**src/rtl/alu_ctrl_muldiv_if.sv**
```systemverilog
// Execute-stage bundle between the pipeline and the ALU controller / mul-div unit.
// The pipeline is the master; alu_ctrl_muldiv is the slave.
interface alu_ctrl_muldiv_if #(
   parameter int DATA_W  = 32,
   parameter int ALUOP_W = 3,
   parameter int CTRL_W  = 4
);
   logic               valid_i;
   logic [ALUOP_W-1:0] ALUOp_i;
   logic [5:0]         funct_i;
   logic [DATA_W-1:0]  rs_data_i;
   logic [DATA_W-1:0]  rt_data_i;
   logic [CTRL_W-1:0]  ALUCtrl_o;
   logic [1:0]         hilo_sel_o;
   logic               stall_o;
   logic               busy_o;
   logic               done_o;
   logic               div_zero_o;
   logic [DATA_W-1:0]  hi_o;
   logic [DATA_W-1:0]  lo_o;

   modport master (
      output valid_i, ALUOp_i, funct_i, rs_data_i, rt_data_i,
      input  ALUCtrl_o, hilo_sel_o, stall_o, busy_o, done_o, div_zero_o, hi_o, lo_o
   );
   modport slave (
      input  valid_i, ALUOp_i, funct_i, rs_data_i, rt_data_i,
      output ALUCtrl_o, hilo_sel_o, stall_o, busy_o, done_o, div_zero_o, hi_o, lo_o
   );
endinterface

```
**src/rtl/alu_ctrl_muldiv.sv**
```systemverilog
// MIPS execute-stage ALU control decoder with an iterative signed/unsigned mul/div
// sequencer (IDLE -> RUN x DATA_W -> FIX) owning the HI/LO registers.
module alu_ctrl_muldiv #(
   parameter int DATA_W  = 32,
   parameter int ALUOP_W = 3,
   parameter int CTRL_W  = 4
) (
   input  logic             clk_i,
   input  logic             rst_i,
   alu_ctrl_muldiv_if.slave bus
);
   localparam int CNT_W = $clog2(DATA_W + 1);
   localparam logic [CTRL_W-1:0] C_AND = CTRL_W'(0);
   localparam logic [CTRL_W-1:0] C_OR  = CTRL_W'(1);
   localparam logic [CTRL_W-1:0] C_ADD = CTRL_W'(2);
   localparam logic [CTRL_W-1:0] C_SRL = CTRL_W'(3);
   localparam logic [CTRL_W-1:0] C_SRLV= CTRL_W'(4);
   localparam logic [CTRL_W-1:0] C_LUI = CTRL_W'(5);
   localparam logic [CTRL_W-1:0] C_SUB = CTRL_W'(6);
   localparam logic [CTRL_W-1:0] C_SLT = CTRL_W'(7);
   localparam logic [CTRL_W-1:0] C_NOR = CTRL_W'(12);

   typedef enum logic [1:0] {S_IDLE, S_RUN, S_FIX} state_t;

   state_t              state_q, state_d;
   logic [CNT_W-1:0]    cnt_q, cnt_d, cnt_nxt;
   logic [2*DATA_W-1:0] acc_q, acc_d;
   logic [DATA_W-1:0]   opnd_q, opnd_d, hi_q, hi_d, lo_q, lo_d;
   logic                is_div_q, is_div_d, neg_q, neg_d, rneg_q, rneg_d, dz_q, dz_d;
   logic                done_q, done_d, dzp_q, dzp_d;
   logic                r_type, md_op, hilo_op, busy, stall;
   logic [CTRL_W-1:0]   alu_ctrl;
   logic [1:0]          hilo_sel;
   logic                sgn, rs_neg, rt_neg;
   logic [DATA_W-1:0]   rs_abs, rt_abs, quo, rem;
   logic [DATA_W:0]     mul_sum, div_sh, div_diff;

   assign r_type  = (bus.ALUOp_i == '0);
   assign md_op   = bus.valid_i & r_type & (bus.funct_i[5:2] == 4'b0110);
   assign hilo_op = bus.valid_i & r_type & (bus.funct_i[5:2] == 4'b0100);

   always_comb begin
      alu_ctrl = C_ADD;
      hilo_sel = 2'b00;
      if (r_type) begin
         case (bus.funct_i)
            6'd34:   alu_ctrl = C_SUB;
            6'd36:   alu_ctrl = C_AND;
            6'd37:   alu_ctrl = C_OR;
            6'd39:   alu_ctrl = C_NOR;
            6'd42:   alu_ctrl = C_SLT;
            6'd2:    alu_ctrl = C_SRL;
            6'd6:    alu_ctrl = C_SRLV;
            default: alu_ctrl = C_ADD;
         endcase
         if (bus.funct_i == 6'd16) hilo_sel = 2'b01;
         if (bus.funct_i == 6'd18) hilo_sel = 2'b10;
      end else begin
         case (bus.ALUOp_i)
            ALUOP_W'(2), ALUOP_W'(6): alu_ctrl = C_SUB;
            ALUOP_W'(3):              alu_ctrl = C_SLT;
            ALUOP_W'(4):              alu_ctrl = C_LUI;
            ALUOP_W'(5):              alu_ctrl = C_OR;
            default:                  alu_ctrl = C_ADD;
         endcase
      end
   end

   // FSM: state register / next state / outputs
   always_ff @(posedge clk_i) begin
      if (rst_i) state_q <= S_IDLE;
      else       state_q <= state_d;
   end

   always_comb begin
      state_d = state_q;
      case (state_q)
         S_IDLE:  if (md_op) state_d = S_RUN;
         S_RUN:   if (cnt_nxt == CNT_W'(DATA_W)) state_d = S_FIX;
         S_FIX:   state_d = S_IDLE;
         default: state_d = S_IDLE;
      endcase
   end

   always_comb begin
      busy           = (state_q != S_IDLE);
      stall          = busy & (md_op | hilo_op);
      bus.ALUCtrl_o  = alu_ctrl;
      bus.hilo_sel_o = hilo_sel;
      bus.stall_o    = stall;
      bus.busy_o     = busy;
      bus.done_o     = done_q;
      bus.div_zero_o = dzp_q;
      bus.hi_o       = hi_q;
      bus.lo_o       = lo_q;
   end

   // Datapath: acc holds {partial product, multiplier} or {remainder, quotient}
   always_comb begin
      sgn      = ~bus.funct_i[0];
      rs_neg   = sgn & bus.rs_data_i[DATA_W-1];
      rt_neg   = sgn & bus.rt_data_i[DATA_W-1];
      rs_abs   = rs_neg ? -bus.rs_data_i : bus.rs_data_i;
      rt_abs   = rt_neg ? -bus.rt_data_i : bus.rt_data_i;
      quo      = acc_q[DATA_W-1:0];
      rem      = acc_q[2*DATA_W-1:DATA_W];
      mul_sum  = {1'b0, rem} + (acc_q[0] ? {1'b0, opnd_q} : '0);
      div_sh   = {rem, quo[DATA_W-1]};
      div_diff = div_sh - {1'b0, opnd_q};
      cnt_nxt  = cnt_q + CNT_W'(1);
      cnt_d    = cnt_q;
      acc_d    = acc_q;
      opnd_d   = opnd_q;
      is_div_d = is_div_q;
      neg_d    = neg_q;
      rneg_d   = rneg_q;
      dz_d     = dz_q;
      hi_d     = hi_q;
      lo_d     = lo_q;
      done_d   = 1'b0;
      dzp_d    = 1'b0;
      case (state_q)
         S_IDLE: if (md_op) begin
            is_div_d = bus.funct_i[1];
            neg_d    = rs_neg ^ rt_neg;
            rneg_d   = rs_neg;
            dz_d     = bus.funct_i[1] & (bus.rt_data_i == '0);
            opnd_d   = bus.funct_i[1] ? rt_abs : rs_abs;
            acc_d    = {{DATA_W{1'b0}}, (bus.funct_i[1] ? rs_abs : rt_abs)};
            cnt_d    = '0;
         end
         S_RUN: begin
            cnt_d = cnt_nxt;
            if (!is_div_q)       acc_d = {mul_sum, quo[DATA_W-1:1]};
            else if (div_diff[DATA_W]) acc_d = {div_sh[DATA_W-1:0], quo[DATA_W-2:0], 1'b0};
            else                 acc_d = {div_diff[DATA_W-1:0], quo[DATA_W-2:0], 1'b1};
         end
         S_FIX: begin
            done_d = 1'b1;
            dzp_d  = dz_q;
            // divide by zero leaves rem = |rs|, so the sign fix-up restores raw rs in HI
            if (is_div_q) begin
               lo_d = dz_q ? '1 : (neg_q ? -quo : quo);
               hi_d = rneg_q ? -rem : rem;
            end else begin
               {hi_d, lo_d} = neg_q ? -acc_q : acc_q;
            end
         end
         default: ;
      endcase
      if (bus.valid_i && r_type && !stall) begin
         if (bus.funct_i == 6'd17) hi_d = bus.rs_data_i;
         if (bus.funct_i == 6'd19) lo_d = bus.rs_data_i;
      end
   end

   always_ff @(posedge clk_i) begin
      if (rst_i) begin
         cnt_q    <= '0;
         acc_q    <= '0;
         opnd_q   <= '0;
         is_div_q <= 1'b0;
         neg_q    <= 1'b0;
         rneg_q   <= 1'b0;
         dz_q     <= 1'b0;
         hi_q     <= '0;
         lo_q     <= '0;
         done_q   <= 1'b0;
         dzp_q    <= 1'b0;
      end else begin
         cnt_q    <= cnt_d;
         acc_q    <= acc_d;
         opnd_q   <= opnd_d;
         is_div_q <= is_div_d;
         neg_q    <= neg_d;
         rneg_q   <= rneg_d;
         dz_q     <= dz_d;
         hi_q     <= hi_d;
         lo_q     <= lo_d;
         done_q   <= done_d;
         dzp_q    <= dzp_d;
      end
   end
endmodule

```
**src/flat_wrapper.sv**
```systemverilog
// flat-port wrapper written by rule: the top's interface ports become plain ports
module alu_ctrl_muldiv_flat 
#(
   parameter int DATA_W  = 32,
   parameter int ALUOP_W = 3,
   parameter int CTRL_W  = 4
)
  (clk_i, rst_i, bus_valid_i, bus_ALUOp_i, bus_funct_i, bus_rs_data_i, bus_rt_data_i, bus_ALUCtrl_o, bus_hilo_sel_o, bus_stall_o, bus_busy_o, bus_done_o, bus_div_zero_o, bus_hi_o, bus_lo_o);
  alu_ctrl_muldiv_if #(.DATA_W(DATA_W), .ALUOP_W(ALUOP_W), .CTRL_W(CTRL_W)) bus_i ();
  input  logic clk_i;
  input  logic rst_i;
  input wire logic [$bits(bus_i.valid_i)-1:0] bus_valid_i;
  input wire logic [$bits(bus_i.ALUOp_i)-1:0] bus_ALUOp_i;
  input wire logic [$bits(bus_i.funct_i)-1:0] bus_funct_i;
  input wire logic [$bits(bus_i.rs_data_i)-1:0] bus_rs_data_i;
  input wire logic [$bits(bus_i.rt_data_i)-1:0] bus_rt_data_i;
  output wire logic [$bits(bus_i.ALUCtrl_o)-1:0] bus_ALUCtrl_o;
  output wire logic [$bits(bus_i.hilo_sel_o)-1:0] bus_hilo_sel_o;
  output wire logic [$bits(bus_i.stall_o)-1:0] bus_stall_o;
  output wire logic [$bits(bus_i.busy_o)-1:0] bus_busy_o;
  output wire logic [$bits(bus_i.done_o)-1:0] bus_done_o;
  output wire logic [$bits(bus_i.div_zero_o)-1:0] bus_div_zero_o;
  output wire logic [$bits(bus_i.hi_o)-1:0] bus_hi_o;
  output wire logic [$bits(bus_i.lo_o)-1:0] bus_lo_o;
  assign bus_i.valid_i = bus_valid_i;
  assign bus_i.ALUOp_i = bus_ALUOp_i;
  assign bus_i.funct_i = bus_funct_i;
  assign bus_i.rs_data_i = bus_rs_data_i;
  assign bus_i.rt_data_i = bus_rt_data_i;
  assign bus_ALUCtrl_o = bus_i.ALUCtrl_o;
  assign bus_hilo_sel_o = bus_i.hilo_sel_o;
  assign bus_stall_o = bus_i.stall_o;
  assign bus_busy_o = bus_i.busy_o;
  assign bus_done_o = bus_i.done_o;
  assign bus_div_zero_o = bus_i.div_zero_o;
  assign bus_hi_o = bus_i.hi_o;
  assign bus_lo_o = bus_i.lo_o;
  alu_ctrl_muldiv #(.DATA_W(DATA_W), .ALUOP_W(ALUOP_W), .CTRL_W(CTRL_W)) u_core (.clk_i(clk_i), .rst_i(rst_i), .bus(bus_i));
endmodule
```
**config.mk**
```make
export PLATFORM = sky130hd
export DESIGN_NAME = alu_ctrl_muldiv_flat
export DESIGN_NICKNAME = d
export VERILOG_FILES = /design/src/rtl/alu_ctrl_muldiv_if.sv /design/src/rtl/alu_ctrl_muldiv.sv /design/src/flat_wrapper.sv
export SDC_FILE = /design/constraint.sdc
export NUM_CORES = 1
export LEC_CHECK = 0
export BUFFER_PORTS_ARGS = -buffer_cell sky130_fd_sc_hd__buf_4
export CAP_MARGIN = 30
export CORE_ASPECT_RATIO = 1.75
export CORE_UTILIZATION = 58
export DETAILED_ROUTE_END_ITERATION = 10
export PLACE_DENSITY = 0.78
export REMOVE_ABC_BUFFERS = 1
export SYNTH_ARGS = -nofsm -noshare
export SYNTH_HDL_FRONTEND = slang
export SYNTH_SLANG_ARGS = --single-unit
```
**constraint.sdc**
```tcl
create_clock -name clk_i -period 9.7 [get_ports clk_i]
set_input_delay 1.94 -clock clk_i [delete_from_list [all_inputs] [get_ports clk_i]]
set_output_delay 1.94 -clock clk_i [all_outputs]
set_load 0.01 [all_outputs]
```
### Word-level counts from Yosys, hierarchy flattened

Index checks and enable logic that the tools add are counted.

* bits in registers: 174
* bits of input ports: 76
* logic and storage cells: 100
* output and inout port bits: 74

* multiplexer cells: 33
* reduce and logical (&&, ||, !) cells: 13
* bitwise gates (word level): 11
* equality and inequality tests: 23
* $add $sub $neg: 8

Operator list (number)
* two-way mux 32 bit: 16
* two-way mux 64 bit: 4
* negator 32 bit: 4
* one-hot mux 64 bit (2 select lines): 1
* negator 64 bit: 1
* == test 6 bit, second input constant: 6
* adder 32 x 33 -> 33 bit: 1
* subtractor 33 x 32 -> 33 bit: 1
* zero test 32 bit: 1
* one-hot mux 4 bit (7 select lines): 1
* == test 6 x 5 -> 1 bit, second input constant: 4
* one-hot mux 3 bit (4 select lines): 1
* one-hot mux 6 bit (2 select lines): 1
* == test 3 bit, second input constant: 3
* == test 4 x 3 -> 1 bit, second input constant: 2
* two-way mux 2 bit: 4
* bitwise AND 1 bit: 7
* adder 6 x 1 -> 6 bit, second input constant: 1
* == test 3 x 2 -> 1 bit, second input constant: 2
* == test 6 x 2 -> 1 bit, second input constant: 1
* == test 6 x 3 -> 1 bit, second input constant: 1
* two-way mux 6 bit: 1
* AND reduction 2 bit: 3
* two-way mux 4 bit: 1
* other kinds (14): 20

### Logic depth before layout (Yosys ltp)

* word-level depth: 8
* mapped depth: 14
* mapped depth without buffers: 13

### Worst setup path after synthesis

Ideal clock, no wire load.

* path type: input to output
* from: in bus_funct_i[1]
* to: out bus_hilo_sel_o[0]
* data required time: 7760 ps
* path slack: 4757 ps
* stages on the path: 4
* buffers on the path: 3
* arrival time: 3003 ps
* cells stage by stage: clkbuf_1 -> clkbuf_1 -> buf_1 -> nor4_1

* word-level cells in the longest chain between the ends: 4
* elaborated cells between the ends (all ways): 5
* those cells by class: eq/ne: 2; mux: 3

RTL lines
* from (decl): RTL line flat_wrapper.sv:14 `input wire logic [$bits(bus_i.funct_i)-1:0] bus_funct_i;`
* == test 6 x 5 -> 1 bit: RTL line alu_ctrl_muldiv.sv:56 `if (bus.funct_i == 6'd16) hilo_sel = 2'b01;`
* two-way mux 1 bit: RTL line alu_ctrl_muldiv.sv:56
* two-way mux 2 bit *: RTL line alu_ctrl_muldiv.sv:57 `if (bus.funct_i == 6'd18) hilo_sel = 2'b10;`
* two-way mux 2 bit *: RTL line alu_ctrl_muldiv.sv:45 `if (r_type) begin`
* to (decl): RTL line flat_wrapper.sv:18 `output wire logic [$bits(bus_i.hilo_sel_o)-1:0] bus_hilo_sel_o;`

Mark *: on every way between the ends. The rest lies on a longest branch, timed or not.

### Worst setup path in the final report

* from: in bus_funct_i[1]
* to: out bus_ALUCtrl_o[0]

* word-level cells in the longest chain between the ends: 3
* elaborated cells between the ends (all ways): 9
* those cells by class: eq/ne: 7; mux: 2

RTL lines
* == test 6 x 3 -> 1 bit (tied with other cells): RTL line alu_ctrl_muldiv.sv:46 `case (bus.funct_i)`
* one-hot mux 4 bit (7 select lines) *: RTL line alu_ctrl_muldiv.sv:46
* two-way mux 4 bit *: RTL line alu_ctrl_muldiv.sv:45
* to (decl): RTL line flat_wrapper.sv:17 `output wire logic [$bits(bus_i.ALUCtrl_o)-1:0] bus_ALUCtrl_o;`

Marks and branches as above.

==> metrics.txt <==
vias in the first global route=16200; Setup Viol. Count Final=0; count of cell types in the netlist=79; hold endpoint=u_core.opnd_q[4]; CTS Sinks=174; worst-margin pin slew=1080 ps; die width=124 microns; Crit path top cell by count=buf_4; RSZ-0062 raised after global routing=false; LEAKAGE=6.91 nW; status=finished, final reports clean; WHS=460 ps; H-tree depth=4; critical path depth=7; DIE AREA=26700 sq um; final WL=55.8 mm; max_slew headroom=0.279; syn avg cell area=7.26 sq um; DRC=0; dpl hpwl=41.5 mm; initial core utilization=0.593; Synth warnings=0; Vias/cell=6.79; Final GP Congestion=1.00; number of flops mapped to enable cells by yosys=0; initial antenna violation count=1; MaxCap Viol Count=0; commonest cells after routing, fill and taps aside=nand2_1 (246), nor2_1 (207), a21oi_1 (204), dfxtp_1 (173), buf_4 (169); commonest non-fill, non-tap cell in the layout=nand2_1; row count=77; FF-to-FF Start=u_core.acc_q[31]; Hold Path Class=register to register; met3 GRT Util=0.0743; Critical Path Source Type=input pin; Seq/Total Area, Yosys=0.231; Area growth, synth to finish=11.8%; cts hold-fix bufs=0; Net count, final=2268; setup TNS=0 ps; Worst Setup End Kind=output pin; gr busiest metal=met2; Max Freq=0.175 GHz; first-pass GRT wire length=86.5 mm; met1 usage=0.475; Mapped Cells=2080; number of routed nets with antenna violations=0; post-cts resize count=0; GRT overflow=0; Max Clock Skew=13.6 ps; Worst Hold Depth=2; initial DRC count=1872; Final Critical Period=5700 ps; Crit-path slowest cell=buf_4; Yosys reg bits=174; largest net degree at the start of global routing=87; Port Buffers=149; routed len/inst=22.8 microns; Final Max Slew Viols=0; Fin. Hold Viols=0; Clock Tree Buf Depth=2; Worst R2R Setup Slack=5620 ps; Max stage delay on crit path=570 ps; clk root buf=clkbuf_16; Worst-Skew Late Latency=480 ps; Async SR Flop Fraction=0; Die H=215 microns; period utilization=0.588; CP Class=input pin to output pin; VDD IR max=0.000129 V; HP Start=u_core.opnd_q[4]; met2 usage=0.704; Netlist Area Pre-Place=15100 sq um; reg-to-reg critical path endpoint=u_core.acc_q[32]; crit path DAT=3760 ps; CTS tree=yes; worst path cell trace=buf_4 > buf_4 > nand2b_1 > o32ai_1 > a21oi_1 > o21ai_0 > buf_4; Worst Path Buf+Inv=3; commonest register cell after synthesis=dfxtp_1; CP Max Fanout=68; core area=25400 sq um; PD cells=101 nW/um^2; delay-heaviest family, CP=buffers and inverters; number of CTS-inserted buffers=17; clk slew on worst S/H paths=70 ps; r2r worst-path depth=13; via count=16600; Post-CTS Setup Repair Bufs=0; Total Routing Usage GR=0.424; Worst EP required=7760 ps; DRT Pass-1 Iters=6; share of layout cells above drive strength 1=0.114; IO Count=150
## final cells by class
type	count	area [sq um]
multi-input combinational	1692	10800
fill	2313	8560
sequential	174	3490
timing repair buffer	170	1270
clock buffer	18	439
tap	316	395
inverter	66	248
clock inverter	14	204
antenna	1	2.50
## per-stage QoR
stage | worst slack [ps] | power, W | utilization | cell area (sq um) | std cells
2_1_floorplan | 4660 | 0.000840 | - | 14500 | 1932
3_3_place_gp | 4090 | 0.000934 | 0.638 | 16200 | 2417
6_report | 4000 | 0.00170 | 0.664 | 16900 | 2451
3_5_place_dp | 4070 | 0.000936 | 0.638 | 16200 | 2418
4_1_cts | 4050 | 0.00170 | 0.664 | 16900 | 2450
5_1_grt | 3880 | 0.00174 | 0.664 | 16900 | 2450
## state kept, by name (all words and copies together) (netlist names)
register and count:
u_core.bus.done_o 1, u_core.bus.div_zero_o 1, u_core.is_div_q 1, u_core.neg_q 1
u_core.acc_q 64, u_core.state_q 2, u_core.cnt_q 6, u_core.rneg_q 1
u_core.dz_q 1, u_core.bus.lo_o 32, u_core.opnd_q 32, u_core.bus.hi_o 32
## tightest hold or removal path, stage by stage (launching register included)
cell,delay (ps)
dfxtp_1,310
nand2_1,50
a21oi_1,50
## synth_stat cells, types with 32 or more instances
cell type	number	area (sq um)
a211oi_1	77	578
nor3_1	49	245
xnor2_1	108	946
a21o_1	33	248
nand3_1	32	160
inv_1	65	244
xor2_1	63	552
o21ai_0	111	556
o211ai_1	41	308
o221ai_1	40	350
nand2_1	246	923
nor2_1	212	796
dfxtp_1	174	3480
clkbuf_1	133	499
ha_1	69	863
mux2i_1	56	561
a21oi_1	204	1020
## per-layer routing
metal  vias up  wire length (microns)
met5         -                      0
met3       257                   4530
met1      7757                  20100
li1       7664                      -
met4         0                   4180
met2       967                  27000
## power by group
group / leakage [nW] / internal, W / switching [W]
combinational: 5.20 / 0.0000755 / 0.000133
sequential: 1.40 / 0.000715 / 0.00000281
clock: 0.306 / 0.000443 / 0.000334
total: 6.91 / 0.00123 / 0.000470
## kinds of logic after synthesis
logic type,after synthesis,share of synthesized area
buffers and inverters,214,0.0541
muxes,61,0.0409
adders and majority gates,71,0.0599
DFF,174,0.231
and+or+nand+nor,702,0.217
AOI/OAI and AO/OA,687,0.299
xor gates and xnor gates,171,0.0992
## worst max path at each step
stage | start | endpoint | slack (ps)
finish | bus_funct_i[1] | bus_ALUCtrl_o[0] | 4000
global route | bus_funct_i[1] | bus_ALUCtrl_o[0] | 3880
CTS | bus_funct_i[1] | bus_ALUCtrl_o[0] | 4050
detailed placement | bus_funct_i[1] | bus_ALUCtrl_o[0] | 4070
global placement | bus_funct_i[1] | bus_ALUCtrl_o[0] | 4090
floorplan | bus_funct_i[4] | u_core.acc_q[59] | 4660
No activity file was read; power rests on OpenSTA's default activity.
